--- src/rtl/div_pkg.sv ---
// Shared definitions for the multi-cycle MIPS DIV/DIVU unit.
// State encoding and default widths.
package div_pkg;

  localparam int WIDTH_D = 32;
  localparam int CNT_W_D = 6;

  typedef enum logic [1:0] {
    IDLE = 2'd0,
    BUSY = 2'd1,
    ZERO = 2'd2,
    DONE = 2'd3
  } div_state_t;

endpackage

--- src/rtl/div_stall_unit_step.sv ---
// One restoring shift-subtract iteration (combinational).
// Ports: rem_i/quo_i/dvs_i in, rem_o/quo_o out.
module div_step #(
  parameter int WIDTH = 32
) (
  input  logic [WIDTH-1:0] rem_i,
  input  logic [WIDTH-1:0] quo_i,
  input  logic [WIDTH-1:0] dvs_i,
  output logic [WIDTH-1:0] rem_o,
  output logic [WIDTH-1:0] quo_o
);

  logic [WIDTH:0] shf;
  logic [WIDTH:0] dif;

  // rem < dvs always holds, so the top bit of dif is a clean sign bit.
  assign shf   = {rem_i, quo_i[WIDTH-1]};
  assign dif   = shf - {1'b0, dvs_i};
  assign rem_o = dif[WIDTH] ? shf[WIDTH-1:0] : dif[WIDTH-1:0];
  assign quo_o = {quo_i[WIDTH-2:0], ~dif[WIDTH]};

endmodule

--- src/rtl/div_stall_unit.sv ---
// Multi-cycle 32-bit DIV/DIVU for EX; drives pipeline stall and HI/LO result.
// Ports: clk, rst (sync, high), start_i, signed_i, annul_i, a_i, b_i ->
//   stall_o (~en of pipeline regs), ready_o (1-cycle pulse),
//   result_o = {remainder, quotient}.
// Option: define DIV_EARLY_OUT_EN to finish at once when |a| < |b|.
module div_stall_unit
  import div_pkg::*;
#(
  parameter int WIDTH = WIDTH_D,
  parameter int CNT_W = CNT_W_D
) (
  input  logic               clk,
  input  logic               rst,
  input  logic               start_i,
  input  logic               signed_i,
  input  logic               annul_i,
  input  logic [WIDTH-1:0]   a_i,
  input  logic [WIDTH-1:0]   b_i,
  output logic               stall_o,
  output logic               ready_o,
  output logic [2*WIDTH-1:0] result_o
);

  div_state_t state, nxt;

  logic [WIDTH-1:0]   rem_q, quo_q, dvs_q;
  logic [WIDTH-1:0]   rem_n, quo_n;
  logic [WIDTH-1:0]   abs_a, abs_b;
  logic [WIDTH-1:0]   q_fix, r_fix;
  logic [CNT_W-1:0]   cnt;
  logic [2*WIDTH-1:0] res_q;
  logic               negq, negr;
  logic               sa, sb;
  logic               accept, early, last;

  assign sa     = signed_i & a_i[WIDTH-1];
  assign sb     = signed_i & b_i[WIDTH-1];
  assign abs_a  = sa ? -a_i : a_i;
  assign abs_b  = sb ? -b_i : b_i;
  assign accept = start_i & ~annul_i;
  assign last   = (cnt == CNT_W'(WIDTH-1));

`ifdef DIV_EARLY_OUT_EN
  assign early = (abs_a < abs_b);
`else
  assign early = 1'b0;
`endif

  // MIN/-1 needs no special case: negating 0x80000000 wraps to itself.
  assign q_fix = negq ? -quo_q : quo_q;
  assign r_fix = negr ? -rem_q : rem_q;

  div_step #(.WIDTH(WIDTH)) u_step (
    .rem_i (rem_q),
    .quo_i (quo_q),
    .dvs_i (dvs_q),
    .rem_o (rem_n),
    .quo_o (quo_n)
  );

  always_comb begin
    nxt     = state;
    stall_o = 1'b0;
    ready_o = 1'b0;
    unique case (state)
      IDLE: begin
        if (accept) begin
          stall_o = 1'b1;
          if (b_i == '0)  nxt = ZERO;
          else if (early) nxt = DONE;
          else            nxt = BUSY;
        end
      end
      BUSY: begin
        stall_o = 1'b1;
        if (last) nxt = DONE;
      end
      ZERO: begin
        stall_o = 1'b1;
        nxt     = DONE;
      end
      DONE: begin
        ready_o = 1'b1;
        nxt     = IDLE;
      end
      default: nxt = IDLE;
    endcase
    if (annul_i) begin
      nxt     = IDLE;
      stall_o = 1'b0;
      ready_o = 1'b0;
    end
  end

  // Result is visible in the DONE cycle itself, then held.
  assign result_o = ready_o ? {r_fix, q_fix} : res_q;

  always_ff @(posedge clk) begin
    if (rst) begin
      state <= IDLE;
      rem_q <= '0;
      quo_q <= '0;
      dvs_q <= '0;
      negq  <= 1'b0;
      negr  <= 1'b0;
      cnt   <= '0;
      res_q <= '0;
    end else begin
      state <= nxt;
      if (state == IDLE && accept) begin
        cnt <= '0;
        if (b_i == '0) begin
          rem_q <= a_i;
          quo_q <= '1;
          negq  <= 1'b0;
          negr  <= 1'b0;
        end else if (early) begin
          rem_q <= a_i;
          quo_q <= '0;
          negq  <= 1'b0;
          negr  <= 1'b0;
        end else begin
          rem_q <= '0;
          quo_q <= abs_a;
          dvs_q <= abs_b;
          negq  <= sa ^ sb;
          negr  <= sa;
        end
      end
      if (state == BUSY) begin
        rem_q <= rem_n;
        quo_q <= quo_n;
        cnt   <= cnt + CNT_W'(1);
      end
      if (ready_o) res_q <= {r_fix, q_fix};
    end
  end

endmodule

--- config.mk ---
export PLATFORM = sky130hd
export DESIGN_NAME = div_stall_unit
export DESIGN_NICKNAME = d
export VERILOG_FILES = /design/src/rtl/div_pkg.sv /design/src/rtl/div_stall_unit_step.sv /design/src/rtl/div_stall_unit.sv
export SDC_FILE = /design/constraint.sdc
export NUM_CORES = 1
export LEC_CHECK = 0
export ABC_AREA = 0
export BUFFER_PORTS_ARGS = -buffer_cell sky130_fd_sc_hd__clkbuf_2
export CAP_MARGIN = 20
export CORE_ASPECT_RATIO = 1.75
export CORE_MARGIN = 1.5
export CORE_UTILIZATION = 55
export CTS_CLUSTER_DIAMETER = 150
export DETAILED_ROUTE_END_ITERATION = 12
export GPL_TIMING_DRIVEN = 0
export PLACE_DENSITY = 0.88
export SYNTH_ARGS = -nofsm -noshare
export SYNTH_HDL_FRONTEND = slang
export SYNTH_SLANG_ARGS = --single-unit
--- constraint.sdc ---
create_clock -name clk -period 5.1 [get_ports clk]
set_clock_uncertainty 0.15 [all_clocks]
set_input_delay 0.255 -clock clk [delete_from_list [all_inputs] [get_ports clk]]
set_output_delay 0.255 -clock clk [all_outputs]
set_load 0.05 [all_outputs]
; ---- After elaboration in Yosys (flattened, before gate mapping)
; Cells that the tools add are included.
[classes]
add_sub_neg = 6
n_mul = 0
div_mod_pow = 0
n_lt_le_gt_ge = 0
n_eq_ne = 6
n_shift = 0
mux = 25
bitwise_logic = 7
n_reduce_logical = 8
[op_table]
columns = cell, count
row1 = 32-bit two-way mux, 11
row2 = 32-bit negation, 4
row3 = 64-bit two-way mux, 1
row4 = 33-bit by 32-bit subtractor with 33-bit output, 1
row5 = 32-bit logical NOT, 1
row6 = 6-bit two-way mux, 2
row7 = 2-bit case mux with 4 select lines, 1
row8 = 6-bit by 1-bit adder with 6-bit output (second input constant), 1
row9 = 6-bit by 5-bit == test with 1-bit output (second input constant), 1
row10 = 1-bit two-way mux, 6
row11 = 2-bit two-way mux, 3
row12 = 2-bit == test (second input constant), 2
row13 = 2-bit != test (second input constant), 2
row14 = 2-bit AND reduction, 2
row15 = 2-bit OR reduction, 2
row16 = 1-bit AND, 3
row17 = 1-bit NOT, 3
row18 = 2-bit by 1-bit == test with 1-bit output (second input constant), 1
row19 = 2-bit logical NOT, 1
row20 = 1-bit case mux with 2 select lines, 1
row21 = 2-bit nonzero test, 1
row22 = 1-bit logical AND, 1
row23 = 1-bit bitwise XOR, 1
[word_totals]
register_bits = 170
latch_bits = 0
ramBits = 0
romBits = 0
in_bits = 69
n_memories = 0

; ---- Depth between registers and ports, before layout
[depth]
word_depth = 5
ltp_mapped = 14

; ---- Cells and area by module
; A second synthesis with hierarchy kept.
[hier_totals]
cells_unflattened = 1586
area_unflattened_um2 = 12124.1
[by_module_without_submodules]
columns = module, n_inst, cells_each, area_each_um2, seq_area_each_um2
row1 = div_stall_unit, 1, 1250, 9532.9, 3403.3
row2 = div_step, 1, 336, 2591.2, 0.0

; ---- Worst setup path before layout
; No wires, ideal clock.
[synth_path]
kind = flip-flop to flip-flop
from = register rem_q[6]
to = register res_q[54]
setup_ps = 69
arrival_time_ps = 3469
slack_ps = 1412
path_stages_with_launch = 9
path_buffers = 0
period_less_slack_ps = 3688
cell_sequence = dfxtp_1 > or4_4 > or4_4 > nor3_1 > nand3_1 > o41ai_2 > xor2_1 > o21ai_0 > nor2b_1
[synth_between]
elab_chain_len = 3
[synth_lines]
columns = element, line
row1 = "start, declared", div_stall_unit.sv:26  ; logic [WIDTH-1:0] rem_q, quo_q, dvs_q;
row2 = "start signal, assigned", div_stall_unit.sv:113  ; rem_q <= a_i;
row3 = "start signal, assigned", div_stall_unit.sv:118  ; rem_q <= a_i;
row4 = "start signal, assigned", div_stall_unit.sv:131  ; rem_q <= rem_n;
row5 = 32-bit negation, div_stall_unit.sv:51  ; assign r_fix = negr ? -rem_q : rem_q;
row6 = 32-bit two-way mux, div_stall_unit.sv:51
row7 = 64-bit two-way mux, n/a
row8 = named net result_o[54], div_stall_unit.sv:21  ; output logic [2*WIDTH-1:0] result_o
row9 = "end signal, assigned", div_stall_unit.sv:135  ; if (ready_o) res_q <= {r_fix, q_fix};
row10 = "end, declared", div_stall_unit.sv:31  ; logic [2*WIDTH-1:0] res_q;
; The timed path passes the listed nets, and every way through them passes these cells.
; A chain may end at the register's enable or synchronous reset.

; ---- Worst setup path after layout
[layout_path]
from = register quo_q[31]
to = register rem_q[30]
[layout_between]
elab_chain_len = 3
[layout_lines]
columns = element, line
row1 = "start, declared", div_stall_unit.sv:26
row2 = "start signal, assigned", div_stall_unit.sv:124  ; quo_q <= abs_a;
row3 = "start signal, assigned", div_stall_unit.sv:132  ; quo_q <= quo_n;
row4 = 33-bit by 32-bit subtractor with 33-bit output, div_stall_unit_step.sv:18  ; assign dif = shf - {1'b0, dvs_i};
row5 = 32-bit two-way mux, div_stall_unit_step.sv:19  ; assign rem_o = dif[WIDTH] ? shf[WIDTH-1:0] : dif[WIDTH-1:0];
row6 = 32-bit two-way mux, div_stall_unit.sv:130  ; if (state == BUSY) begin
; Every way passes these cells.

==> out/summary.json <==
{
  "overflow": {"value": 0},
  "timing.critical_path.arrival": {"value": 4.69, "unit": "ns"},
  "cp_max_fo": {"value": 9},
  "yosys-mux-area-fraction": {"value": 0.644, "unit": "%"},
  "min-delay-path-class": {"value": "input port to register"},
  "synth_seq_cells": {"value": 170},
  "period_minus_slack": {"value": 4.44, "unit": "ns"},
  "detail_route.drc_violations": {"value": 0},
  "finalWeightedCongestion": {"value": 1.09},
  "die_height": {"value": 196, "unit": "um"},
  "power_density": {"value": 318, "unit": "mW/mm^2"},
  "pin_count_of_the_biggest_net_entering_global_routing": {"value": 18},
  "core.rowCount": {"value": 70},
  "portion_of_the_clock_cycle_consumed_by_the_worst_path_in_the_final_layout": {"value": 87.1, "unit": "%"},
  "synth_top_cell_by_area": {"value": "sky130_fd_sc_hd__dfxtp_1"},
  "antenna_found_initial": {"value": 0},
  "synth_xor_xnor_area_share": {"value": 10.4, "unit": "%"},
  "antenna_cells_inserted": {"value": 0},
  "dp.final_hpwl": {"value": 32.3, "unit": "mm"},
  "synth.top_cell.area_share": {"value": 29.2, "unit": "%"},
  "total_of_endpoints_with_negative_setup_slack_in_the_final_report": {"value": 0},
  "final-hold-violation-count": {"value": 0},
  "synth_compound_area_share": {"value": 26.1, "unit": "%"},
  "area_share_of_fa_ha_maj_cells_after_synthesis": {"value": 4.68, "unit": "%"},
  "netlist_top_cells_area": {"value": "sky130_fd_sc_hd__dfxtp_1 (29%), sky130_fd_sc_hd__a21oi_1 (6.3%), sky130_fd_sc_hd__nand2_1 (6.0%), sky130_fd_sc_hd__xor2_1 (5.9%), sky130_fd_sc_hd__nor2_1 (5.5%)"},
  "detail_route.wl_per_cell": {"value": 20.1, "unit": "um"},
  "yosys_most_used_dff": {"value": "sky130_fd_sc_hd__dfxtp_1"},
  "yosys-top-cells-count": {"value": "sky130_fd_sc_hd__nand2_1 (185), sky130_fd_sc_hd__nor2_1 (172), sky130_fd_sc_hd__dfxtp_1 (170), sky130_fd_sc_hd__a21oi_1 (146), sky130_fd_sc_hd__o21ai_0 (112)"},
  "tightest_slew": {"value": 0.957, "unit": "ns"},
  "cts_inserted_buffers": {"value": 17},
  "die-area": {"value": 0.0221, "unit": "mm^2"},
  "detail_routed_via_count_per_cell": {"value": 6.20},
  "normalized_max_slew_margin": {"value": 36.2, "unit": "%"},
  "worst_path_max_delay_cell": {"value": "sky130_fd_sc_hd__or4b_1"},
  "clkTransAtPathRegs": {"value": 0.07, "unit": "ns"},
  "rsz0062_at_grt": {"value": "no"},
  "routed-via-count": {"value": 12500},
  "cts_resized": {"value": 0},
  "final_util": {"value": 64.0, "unit": "%"},
  "post_synthesis_average_cell_area": {"value": 7.34, "unit": "um^2"},
  "grt_pass1_wl": {"value": 62.6, "unit": "mm"},
  "achievable-frequency": {"value": 225, "unit": "MHz"},
  "max_incr_delay_on_cp": {"value": 0.60, "unit": "ns"},
  "chipWidth": {"value": 113, "unit": "um"},
  "critical_path.cell_chain": {"value": "inv_1 -> ha_1 -> fa_1 -> nor2b_1 -> o31ai_1 -> a21o_1 -> o21ai_1 -> a41oi_2 -> mux2i_2 -> nand2_1 -> or4b_1 -> nand3b_1"},
  "nature_of_the_critical_path_startpoint": {"value": "register"},
  "drt-pass1-iter-count": {"value": 6},
  "numClockSinks": {"value": 170},
  "setup_tns": {"value": 0, "unit": "ns"},
  "cts_tree": {"value": "done"},
  "max_cap_violations": {"value": 0},
  "synth_area": {"value": 0.0117, "unit": "mm^2"},
  "placement.io_buffers": {"value": 132},
  "final_layout_size_suffix_gt1_share": {"value": 11.3, "unit": "%"},
  "drt_first_iter_violations": {"value": 1027},
  "cts_root_buf": {"value": "sky130_fd_sc_hd__clkbuf_16"},
  "largest_family_of_logic_cells_by_synthesized_area": {"value": "compound AO/OA/AOI/OAI gates"},
  "yosys.cell_count.top_type": {"value": "sky130_fd_sc_hd__nand2_1"},
  "yosys.area_share.simple": {"value": 23.6, "unit": "%"},
  "peakVddDrop": {"value": 272, "unit": "uV"},
  "grt_pass1_vias": {"value": 12200},
  "drt.antenna.violating_nets": {"value": 0},
  "worst-setup-path-type": {"value": "register to register"},
  "initial_core_util": {"value": 56.0, "unit": "%"},
  "timing.final.max_slew_violations": {"value": 0},
  "clock_tree.htree_level_count": {"value": 4},
  "filler_cell_count": {"value": 1845},
  "critPathCaptureType": {"value": "register"},
  "track_usage": {"value": 36.7, "unit": "%"},
  "finalWirelength": {"value": 40.7, "unit": "mm"},
  "io_pins": {"value": 135},
  "post_synth_num_cell_types": {"value": 74},
  "finalNetCount": {"value": 1867},
  "outcome": {"value": "finished, final reports clean"},
  "worstPathRequired": {"value": 5.35, "unit": "ns"},
  "floorplan.core_area": {"value": 0.0208, "unit": "mm^2"},
  "clk_latency": {"value": 0.46, "unit": "ns"},
  "async_flop_share": {"value": 0, "unit": "%"},
  "ctsLongestPathBuffers": {"value": 2},
  "leakage": {"value": 0.00537, "unit": "uW"},
  "synth_enable_flop_cells": {"value": 0},
  "mappedNetlistNets": {"value": 1702},
  "synth-warning-count": {"value": 0},
  "post_synth_inst_count": {"value": 1590},
  "yosysSeqAreaShare": {"value": 29.2, "unit": "%"},
  "area.growth.synth_to_final": {"value": 14.4, "unit": "%"}
}
[flip-flops by register name, summed over array words and instances, names as in the netlist]
| register | cells |
|---|---|
| dvs_q | 32 |
| rem_q | 32 |
| negq | 1 |
| cnt | 6 |
| state | 2 |
| negr | 1 |
| quo_q | 32 |
| res_q | 64 |
[cell usage in the layout (no fill, tap or decap), types with 7 or more instances in the layout]
| master | instances |
|---|---|
| sky130_fd_sc_hd__clkbuf_1 | 86 |
| sky130_fd_sc_hd__a211oi_1 | 51 |
| sky130_fd_sc_hd__a221oi_1 | 7 |
| sky130_fd_sc_hd__or4_1 | 9 |
| sky130_fd_sc_hd__o41ai_1 | 10 |
| sky130_fd_sc_hd__dfxtp_1 | 170 |
| sky130_fd_sc_hd__a31oi_1 | 25 |
| sky130_fd_sc_hd__nor2_1 | 172 |
| sky130_fd_sc_hd__nand3_1 | 22 |
| sky130_fd_sc_hd__nand2b_1 | 9 |
| sky130_fd_sc_hd__o31ai_1 | 18 |
| sky130_fd_sc_hd__xnor2_1 | 59 |
| sky130_fd_sc_hd__xor2_1 | 79 |
| sky130_fd_sc_hd__and3_1 | 17 |
| sky130_fd_sc_hd__buf_2 | 11 |
| sky130_fd_sc_hd__o21ai_0 | 112 |
| sky130_fd_sc_hd__buf_1 | 9 |
| sky130_fd_sc_hd__dlygate4sd3_1 | 14 |
| sky130_fd_sc_hd__or3_1 | 12 |
| sky130_fd_sc_hd__o22ai_1 | 16 |
| sky130_fd_sc_hd__inv_1 | 59 |
| sky130_fd_sc_hd__clkbuf_16 | 17 |
| sky130_fd_sc_hd__nor4_1 | 13 |
| sky130_fd_sc_hd__nand4_1 | 9 |
| sky130_fd_sc_hd__o21ai_1 | 9 |
| sky130_fd_sc_hd__clkbuf_2 | 132 |
| sky130_fd_sc_hd__a311oi_1 | 11 |
| sky130_fd_sc_hd__nor2b_1 | 73 |
| sky130_fd_sc_hd__ha_1 | 42 |
| sky130_fd_sc_hd__a21oi_1 | 146 |
| sky130_fd_sc_hd__nor3_1 | 29 |
| sky130_fd_sc_hd__a21o_1 | 19 |
| sky130_fd_sc_hd__o21a_1 | 9 |
| sky130_fd_sc_hd__nand2_1 | 185 |
[metrics by stage]
| step | setup WS, ns | cells | power [uW] | hold slack [ns] | area, um^2 |
|---|---|---|---|---|---|
| finish | 0.658 | 2020 | 4240 | 0.0133 | 13300 |
| detailed placement | 0.835 | 1974 | 2940 | 0.296 | 12600 |
| global placement | 0.889 | 1974 | 2910 | 0.289 | 12600 |
| CTS | 0.796 | 2020 | 4190 | 0.00393 | 13300 |
| global route | 0.621 | 2020 | 4420 | 0.0351 | 13300 |
| floorplan | 1.41 | 1590 | 2530 | 0.183 | 11700 |
[timing repair]
item                      4_1_cts  5_1_grt
hold buffers                   14        0
setup buffers                   0        0
hold endpoints to repair       15        0
[power by group]
group          leakage (uW)  switching [uW]  internal [uW]
clock network      0.000265             621            642
registers           0.00138             120           1400
logic               0.00372             927            537
[critical path, delay by kind of cell (launching register included)]
family | cells | cell delay, ns
fa+ha+maj | 2 | 0.69
compound gates | 4 | 1.10
mux | 1 | 0.56
flops | 1 | 0.44
buf+inv | 1 | 0.15
simple gates | 4 | 1.28
[cell type report]
| type | instances | area, um^2 | area share [%] |
|---|---|---|---|
| inverters | 59 | 221 | 1.66 |
| well taps | 252 | 315 | 2.36 |
| repair buffers | 146 | 801 | 6.00 |
| flip-flops and latches | 170 | 3400 | 25.5 |
| plain buffers | 107 | 419 | 3.14 |
| clock buffers | 17 | 425 | 3.19 |
| clock inverters | 15 | 133 | 0.994 |
| multi-input cells | 1254 | 7620 | 57.1 |
[cell families (layout without fill, tap and decap cells)]
family | count (synthesis) | in the layout
simple gates | 582 | 582
compound gates | 484 | 484
flops | 170 | 170
buf+inv | 166 | 344
xor+xnor | 138 | 138
fa+ha+maj | 43 | 43
mux | 7 | 7
[worst paths after layout]
check	from	endpoint	slack, ns	cells past startpoint
worst max-delay path	quo_q[31]	rem_q[30]	0.66	12
worst min-delay path	b_i[17]	dvs_q[17]	0.01	4
worst min register to register	dvs_q[30]	dvs_q[30]	0.30	2
worst max register to register	quo_q[31]	rem_q[30]	0.66	12
[layer usage]
metal | wire length (um) | GRT usage, % | share of wire [%] | up-vias
met3 | 2720 | 7.91 | 6.7 | 242
met1 | 13700 | 34.4 | 34 | 5724
met2 | 20000 | 65.1 | 49 | 619
met5 | 0 | 0 | 0 | -
met4 | 4250 | 34.1 | 10 | 0
li1 | - | - | - | 5941
Note: power is estimated with default switching activity, not from simulation.
